## src/rtl/e5_pipe_pkg.sv

```systemverilog
// e5_pipe_pkg -- shared types for the five-stage RV32 pipeline control.
//   fwd_sel_t  : EX operand forwarding select (register file / ResultW / ResultM)
//   hz_state_t : hazard controller sequencing state
//   REG_IDX_W  : architectural register index width
//   fwd_pick() : forwarding priority for one EX source operand
package e5_pipe_pkg;

    localparam int REG_IDX_W = 5;

    typedef enum logic [1:0] {
        FWD_RF = 2'b00,
        FWD_W  = 2'b01,
        FWD_M  = 2'b10
    } fwd_sel_t;

    typedef enum logic [1:0] {
        INIT  = 2'b00,
        RUN   = 2'b01,
        MWAIT = 2'b10
    } hz_state_t;

    // Forward from M first (youngest producer), then W, else read the RF.
    // x0 is hardwired to zero, so a write to it is never forwarded.
    function automatic fwd_sel_t fwd_pick(
        input logic [REG_IDX_W-1:0] rs,
        input logic [REG_IDX_W-1:0] rd_m,
        input logic                 we_m,
        input logic [REG_IDX_W-1:0] rd_w,
        input logic                 we_w
    );
        fwd_sel_t sel;
        if (we_m && (rd_m != 5'd0) && (rd_m == rs)) begin
            sel = FWD_M;
        end else if (we_w && (rd_w != 5'd0) && (rd_w == rs)) begin
            sel = FWD_W;
        end else begin
            sel = FWD_RF;
        end
        return sel;
    endfunction

endpackage

```

## src/rtl/hazard_fwd_unit.sv

```systemverilog
// hazard_fwd_unit -- combinational EX-stage forwarding select generation.
// Ports:
//   Rs1E, Rs2E         in  source registers of the instruction in E
//   RdM, RegWriteM     in  destination / write enable of the instruction in M
//   RdW, RegWriteW     in  destination / write enable of the instruction in W
//   fwd_a_o, fwd_b_o   out operand A / B select (fwd_sel_t)
module hazard_fwd_unit
    import e5_pipe_pkg::*;
(
    input  logic [REG_IDX_W-1:0] Rs1E,
    input  logic [REG_IDX_W-1:0] Rs2E,
    input  logic [REG_IDX_W-1:0] RdM,
    input  logic                 RegWriteM,
    input  logic [REG_IDX_W-1:0] RdW,
    input  logic                 RegWriteW,
    output fwd_sel_t             fwd_a_o,
    output fwd_sel_t             fwd_b_o
);

    // Both operands use the same M-over-W priority.
    always_comb begin
        fwd_a_o = fwd_pick(Rs1E, RdM, RegWriteM, RdW, RegWriteW);
        fwd_b_o = fwd_pick(Rs2E, RdM, RegWriteM, RdW, RegWriteW);
    end

endmodule

```

## src/rtl/hazard_ctrl.sv

```systemverilog
// hazard_ctrl -- pipeline sequencing controller for the five-stage RV32 core.
// Generates stall/flush enables for the F/D, D/E, E/M and M/W registers and
// the EX forwarding selects. Stall, flush and forward outputs are
// combinational from the state register and the current inputs so that a
// hazard is handled in the cycle it appears.
// Ports:
//   clk, reset                     clock, asynchronous active-high reset
//   Rs1D, Rs2D                     sources of the instruction in D
//   Rs1E, Rs2E, RdE, MemReadE      sources / destination / load flag in E
//   RdM, RegWriteM                 destination / write enable in M
//   RdW, RegWriteW                 destination / write enable in W
//   PCSrcE                         taken branch or jump resolved in E
//   MemReqM, MemReadyM             data memory request / completion in M
//   StallF/D/E/M                   hold PC / stage registers
//   FlushD/E/W                     bubble into D, E or W register
//   ForwardAE, ForwardBE           00 RF, 01 ResultW, 10 ResultM
//   Busy                           high while clearing the pipe after reset
//   StallCycles, FlushCount        performance counters (HAZARD_PERFCNT_EN)
// Optional feature macro: HAZARD_PERFCNT_EN adds saturating counters.
module hazard_ctrl
    import e5_pipe_pkg::*;
#(
    parameter int STARTUP_CYCLES = 1,
    parameter int CNT_W          = 32
) (
    input  logic                 clk,
    input  logic                 reset,
    input  logic [REG_IDX_W-1:0] Rs1D,
    input  logic [REG_IDX_W-1:0] Rs2D,
    input  logic [REG_IDX_W-1:0] Rs1E,
    input  logic [REG_IDX_W-1:0] Rs2E,
    input  logic [REG_IDX_W-1:0] RdE,
    input  logic                 MemReadE,
    input  logic [REG_IDX_W-1:0] RdM,
    input  logic                 RegWriteM,
    input  logic [REG_IDX_W-1:0] RdW,
    input  logic                 RegWriteW,
    input  logic                 PCSrcE,
    input  logic                 MemReqM,
    input  logic                 MemReadyM,
    output logic                 StallF,
    output logic                 StallD,
    output logic                 StallE,
    output logic                 StallM,
    output logic                 FlushD,
    output logic                 FlushE,
    output logic                 FlushW,
    output logic [1:0]           ForwardAE,
    output logic [1:0]           ForwardBE,
    output logic                 Busy
`ifdef HAZARD_PERFCNT_EN
    ,
    output logic [CNT_W-1:0]     StallCycles,
    output logic [CNT_W-1:0]     FlushCount
`endif
);

    localparam logic [3:0] CNT_INIT = 4'(STARTUP_CYCLES - 1);

    hz_state_t  state_q, state_d;
    logic [3:0] cnt_q, cnt_d;
    logic       mem_stall_s;
    logic       load_use_s;
    logic       branch_flush_s;
    fwd_sel_t   fwd_a_s, fwd_b_s;

    hazard_fwd_unit u_fwd (
        .Rs1E      (Rs1E),
        .Rs2E      (Rs2E),
        .RdM       (RdM),
        .RegWriteM (RegWriteM),
        .RdW       (RdW),
        .RegWriteW (RegWriteW),
        .fwd_a_o   (fwd_a_s),
        .fwd_b_o   (fwd_b_s)
    );

    // Hazard detection, output decode and next-state selection.
    always_comb begin
        mem_stall_s    = MemReqM & ~MemReadyM;
        load_use_s     = MemReadE & (RdE != 5'd0) & ((RdE == Rs1D) | (RdE == Rs2D));
        branch_flush_s = 1'b0;
        state_d        = state_q;
        cnt_d          = cnt_q;
        StallF         = 1'b0;
        StallD         = 1'b0;
        StallE         = 1'b0;
        StallM         = 1'b0;
        FlushD         = 1'b0;
        FlushE         = 1'b0;
        FlushW         = 1'b0;
        case (state_q)
            INIT: begin
                FlushD = 1'b1;
                FlushE = 1'b1;
                FlushW = 1'b1;
                if (cnt_q == 4'd0) begin
                    state_d = RUN;
                end else begin
                    cnt_d = cnt_q - 4'd1;
                end
            end
            RUN, MWAIT: begin
                if (mem_stall_s) begin
                    // Freeze everything up to M; a branch in E stays held
                    // and flushes once the memory access completes.
                    StallF  = 1'b1;
                    StallD  = 1'b1;
                    StallE  = 1'b1;
                    StallM  = 1'b1;
                    FlushW  = 1'b1;
                    state_d = MWAIT;
                end else begin
                    state_d = RUN;
                    if (PCSrcE) begin
                        FlushD         = 1'b1;
                        FlushE         = 1'b1;
                        branch_flush_s = 1'b1;
                    end else if (load_use_s) begin
                        StallF = 1'b1;
                        StallD = 1'b1;
                        FlushE = 1'b1;
                    end else begin
                        branch_flush_s = 1'b0;
                    end
                end
            end
            default: begin
                FlushD  = 1'b1;
                FlushE  = 1'b1;
                FlushW  = 1'b1;
                state_d = INIT;
                cnt_d   = CNT_INIT;
            end
        endcase
    end

    // Forwarding is suppressed while the pipe is being cleared.
    always_comb begin
        Busy = (state_q == INIT);
        if (state_q == INIT) begin
            ForwardAE = FWD_RF;
            ForwardBE = FWD_RF;
        end else begin
            ForwardAE = fwd_a_s;
            ForwardBE = fwd_b_s;
        end
    end

    // Sequencing state and startup counter.
    always_ff @(posedge clk or posedge reset) begin
        if (reset) begin
            state_q <= INIT;
            cnt_q   <= CNT_INIT;
        end else begin
            state_q <= state_d;
            cnt_q   <= cnt_d;
        end
    end

`ifdef HAZARD_PERFCNT_EN
    logic [CNT_W-1:0] stall_cnt_q, flush_cnt_q;

    // Saturating performance counters; INIT cycles are not counted.
    always_ff @(posedge clk or posedge reset) begin
        if (reset) begin
            stall_cnt_q <= '0;
            flush_cnt_q <= '0;
        end else begin
            if ((state_q != INIT) && StallF && (stall_cnt_q != '1)) begin
                stall_cnt_q <= stall_cnt_q + CNT_W'(1);
            end else begin
                stall_cnt_q <= stall_cnt_q;
            end
            if (branch_flush_s && (flush_cnt_q != '1)) begin
                flush_cnt_q <= flush_cnt_q + CNT_W'(1);
            end else begin
                flush_cnt_q <= flush_cnt_q;
            end
        end
    end

    assign StallCycles = stall_cnt_q;
    assign FlushCount  = flush_cnt_q;
`endif

endmodule

```

## config.mk

```make
export PLATFORM = sky130hd
export DESIGN_NAME = hazard_ctrl
export DESIGN_NICKNAME = d
export VERILOG_FILES = /design/src/rtl/e5_pipe_pkg.sv /design/src/rtl/hazard_fwd_unit.sv /design/src/rtl/hazard_ctrl.sv
export SDC_FILE = /design/constraint.sdc
export NUM_CORES = 1
export LEC_CHECK = 0
export CAP_MARGIN = 10
export CORE_AREA = 2 2 50 52
export DETAILED_ROUTE_END_ITERATION = 10
export DIE_AREA = 0 0 52 54
export PLACE_DENSITY = 0.82
export SYNTH_ARGS = -nofsm -noshare
export SYNTH_HDL_FRONTEND = slang
export SYNTH_SLANG_ARGS = --single-unit
```

## constraint.sdc

```tcl
create_clock -name clk -period 3.4 [get_ports clk]
set_input_delay 0.51 -clock clk [delete_from_list [all_inputs] [get_ports clk]]
set_output_delay 0.51 -clock clk [all_outputs]
set_load 0.05 [all_outputs]
```

==> metrics.txt <==
first-pass detailed-route iteration total 4; RR Endpoint cnt_q[3]; dpl hpwl 2134 um; CTS Buffer Depth 2; layout net count 205; min Tclk post-route 3.050 ns; Routed wire per std cell 13.26 um; Fmax achieved 0.3278 GHz; post-synth top area share 0.2128; vias after detailed routing 938; Worst path most repeated cell clkdlybuf4s50_1; I/O pins 55; Core ar. 2320 sq um; Hold Path Class input port to asynchronous set/reset pin; # H-tree levels 1; Die H 54 um; VDD IR max 0.4277 mV; Worst Path Max Fanout 4; DRC Markers 0; unrepaired setup endpoints after global routing no; pwr/cell area 403.3 nW/um^2; Num CTS Buffers 3; Setup TNS 0 ns; top post-synthesis cells by area xor2_1 21%, dfrtp_1 18%, xnor2_1 11%; Setup Fix Bufs, Post-CTS 0; first-pass GRT wire length 3919 um; Overall Power 0.5722 mW; Pint 0.2799 mW; Synth Instances 103; Reg2Reg Setup Slack 1.74 ns; crit-path leading delay family buffers and inverters; CTS clk-pin slew, worst paths 0.04 ns; top cell type by total area after synthesis xor2_1; Post-CTS Hold Buffers 0; final setup violation count 0; r2r startpoint state_q[0]; vias in the first global route 955; number of diodes 0; CTS root buffer clkbuf_4; DIE AREA 2808 sq um; WS Path Type input port to primary output; global placement routability congestion 0.7628; crit-path cells clkdlybuf4s50_1 -> or4_1 -> o21ai_2 -> nor4_1 -> clkdlybuf4s50_1; Worst Path Required 2.89 ns; Syn Nets 150; Switching Share 0.5108; skew final 0.002149 ns; Critical Path Sink Type primary output; crit share post-route 0.8971; synth unique cells 28; clk sinks 6; Net Switching 0.2923 mW; max_slew headroom 0.6632; Avg Inst Size Synth 7.993 sq um; Reg power frac 0.150; Area Growth Syn to Fin 72.34%; layout cells sized above 1 0.07692; GRT overflow 0; status completed; Synth Cell Area 823.3 sq um; Fill cells 214; actual slew at the worst max-slew pin 0.5036 ns; initial drt markers 17; Initial Util 0.3549; number of synthesis warnings 0; routed vias/inst 5.043; sequential element share of the synthesized area 0.1824; Rows 18; max cap viols 0; Die W 52 um; initial antenna violation count 0; clock share of power 0.116; GRT Util Overall 0.1888; Max Slew Vio Count 0; WP buf/inv 2; antenna viol nets, final 0; pin count of the biggest net entering global routing 13; latest clock arrival within the worst-skew pair 0.25 ns; Logic pwr share 0.734; Lkg Pwr 0.5556 nW; Worst EP arrival 2.54 ns; Worst path slowest cell clkdlybuf4s50_1; Seq cells post-synth 6; Post-Route WL 2466 um; R2R cell count 5; TritonCTS clock tree yes; Fin. Hold Viols 0; IO Port Bufs 54; CP startpoint kind input port; Resized Gates After CTS 0; slowest cell delay on critical path 0.72 ns
-- worst register-to-register path, stage by stage, from the launching register on --
cell and delay [ns]:
dfrtp_1 0.38, inv_1 0.08, ha_1 0.43, nand2b_1 0.18, or4_1 0.42, o21ai_0 0.08
-- Yosys cell counts (all sizes together) --
cell    number
a21oi        2
a22oi        1
buf          2
clkbuf       2
dfrtp        6
ha           4
inv          7
mux2i        1
nand2        8
nand2b       2
nand3        4
nor2         3
nor2b        3
nor3         4
nor3b        1
nor4         4
o21a         1
o21ai        7
o22ai        2
o311ai       1
o31ai        1
or3          1
or4          6
xnor2       10
xor2        20
-- power groups by stage --
stage | combinational [mW] | sequential (mW) | clock (mW)
CTS | 0.423 | 0.0860 | 0.0681
global placement | 0.411 | 0.0856 | 0
floorplan | 0.275 | 0.0852 | 0
detailed placement | 0.420 | 0.0872 | 0
finish | 0.420 | 0.0857 | 0.0662
global route | 0.445 | 0.0861 | 0.0731
-- worst max-delay path by stage --
stage	startpoint	endpoint	slack [ns]	cells past startpoint
5_1_grt	RdM[1]	ForwardAE[1]	0.30	5
2_1_floorplan	RdE[3]	FlushE	0.08	4
3_5_place_dp	RdM[1]	ForwardBE[1]	0.36	5
4_1_cts	RdM[1]	ForwardBE[1]	0.36	5
6_report	RdM[1]	ForwardBE[1]	0.35	5
3_3_place_gp	RdM[1]	ForwardAE[1]	0.39	5
-- layout by cell type, fill, tap and decap left out, types with 3 or more instances in the layout --
master	instances
nand2_1	8
ha_1	4
xnor2_1	10
nand3_1	4
dfrtp_1	6
xor2_1	20
buf_4	3
inv_1	7
clkbuf_4	3
clkdlybuf4s50_1	49
nor2b_1	3
nor3_1	4
or4_1	6
nor2_1	3
o21ai_0	5
-- per-layer routing --
metal / GRT usage / wire [um] / vias up
li1: - / - / 463
met1: 0.1597 / 830 / 416
met2: 0.4135 / 1284 / 56
met3: 0.05278 / 328 / 3
met4: 0.05263 / 23 / 0
met5: 0 / 0 / -
-- per-stage QoR --
step	worst slack, ns	instance area (sq um)	std cells	hold slack, ns	util
3_3_place_gp	0.3908	1396	183	0.4786	0.6019
3_5_place_dp	0.3562	1396	183	0.4889	0.6019
2_1_floorplan	0.07576	828.3	103	0.3010	-
5_1_grt	0.2956	1419	186	0.5307	0.6117
6_report	0.3498	1419	186	0.4847	0.6117
4_1_cts	0.3568	1419	186	0.4887	0.6117
-- sequential cells by signal (all words and copies together) (netlist names) --
register and flops:
state_q 2, cnt_q 4
-- area by class of cell --
| type | instances | area (sq um) | area share |
|---|---|---|---|
| clock buffer | 3 | 22.52 | 0.01587 |
| multi-input combinational | 86 | 629.4 | 0.4436 |
| inverter | 7 | 26.28 | 0.01852 |
| sequential | 6 | 150.1 | 0.1058 |
| timing repair buffer | 54 | 553.0 | 0.3898 |
| tap | 30 | 37.54 | 0.02646 |
-- cell families (layout without fill, tap and decap cells) --
kind of cell	count (synthesis)	after routing	synth area share
AO/OA/AOI/OAI	15	15	0.1125
AND/OR/NAND/NOR	36	36	0.2538
flip-flops	6	6	0.1824
multiplexers	1	1	0.01216
XOR/XNOR	30	30	0.3191
adder cells (fa/ha/maj)	4	4	0.06079
buffers and inverters	11	64	0.05927
Note: power is estimated with default switching activity, not from simulation.
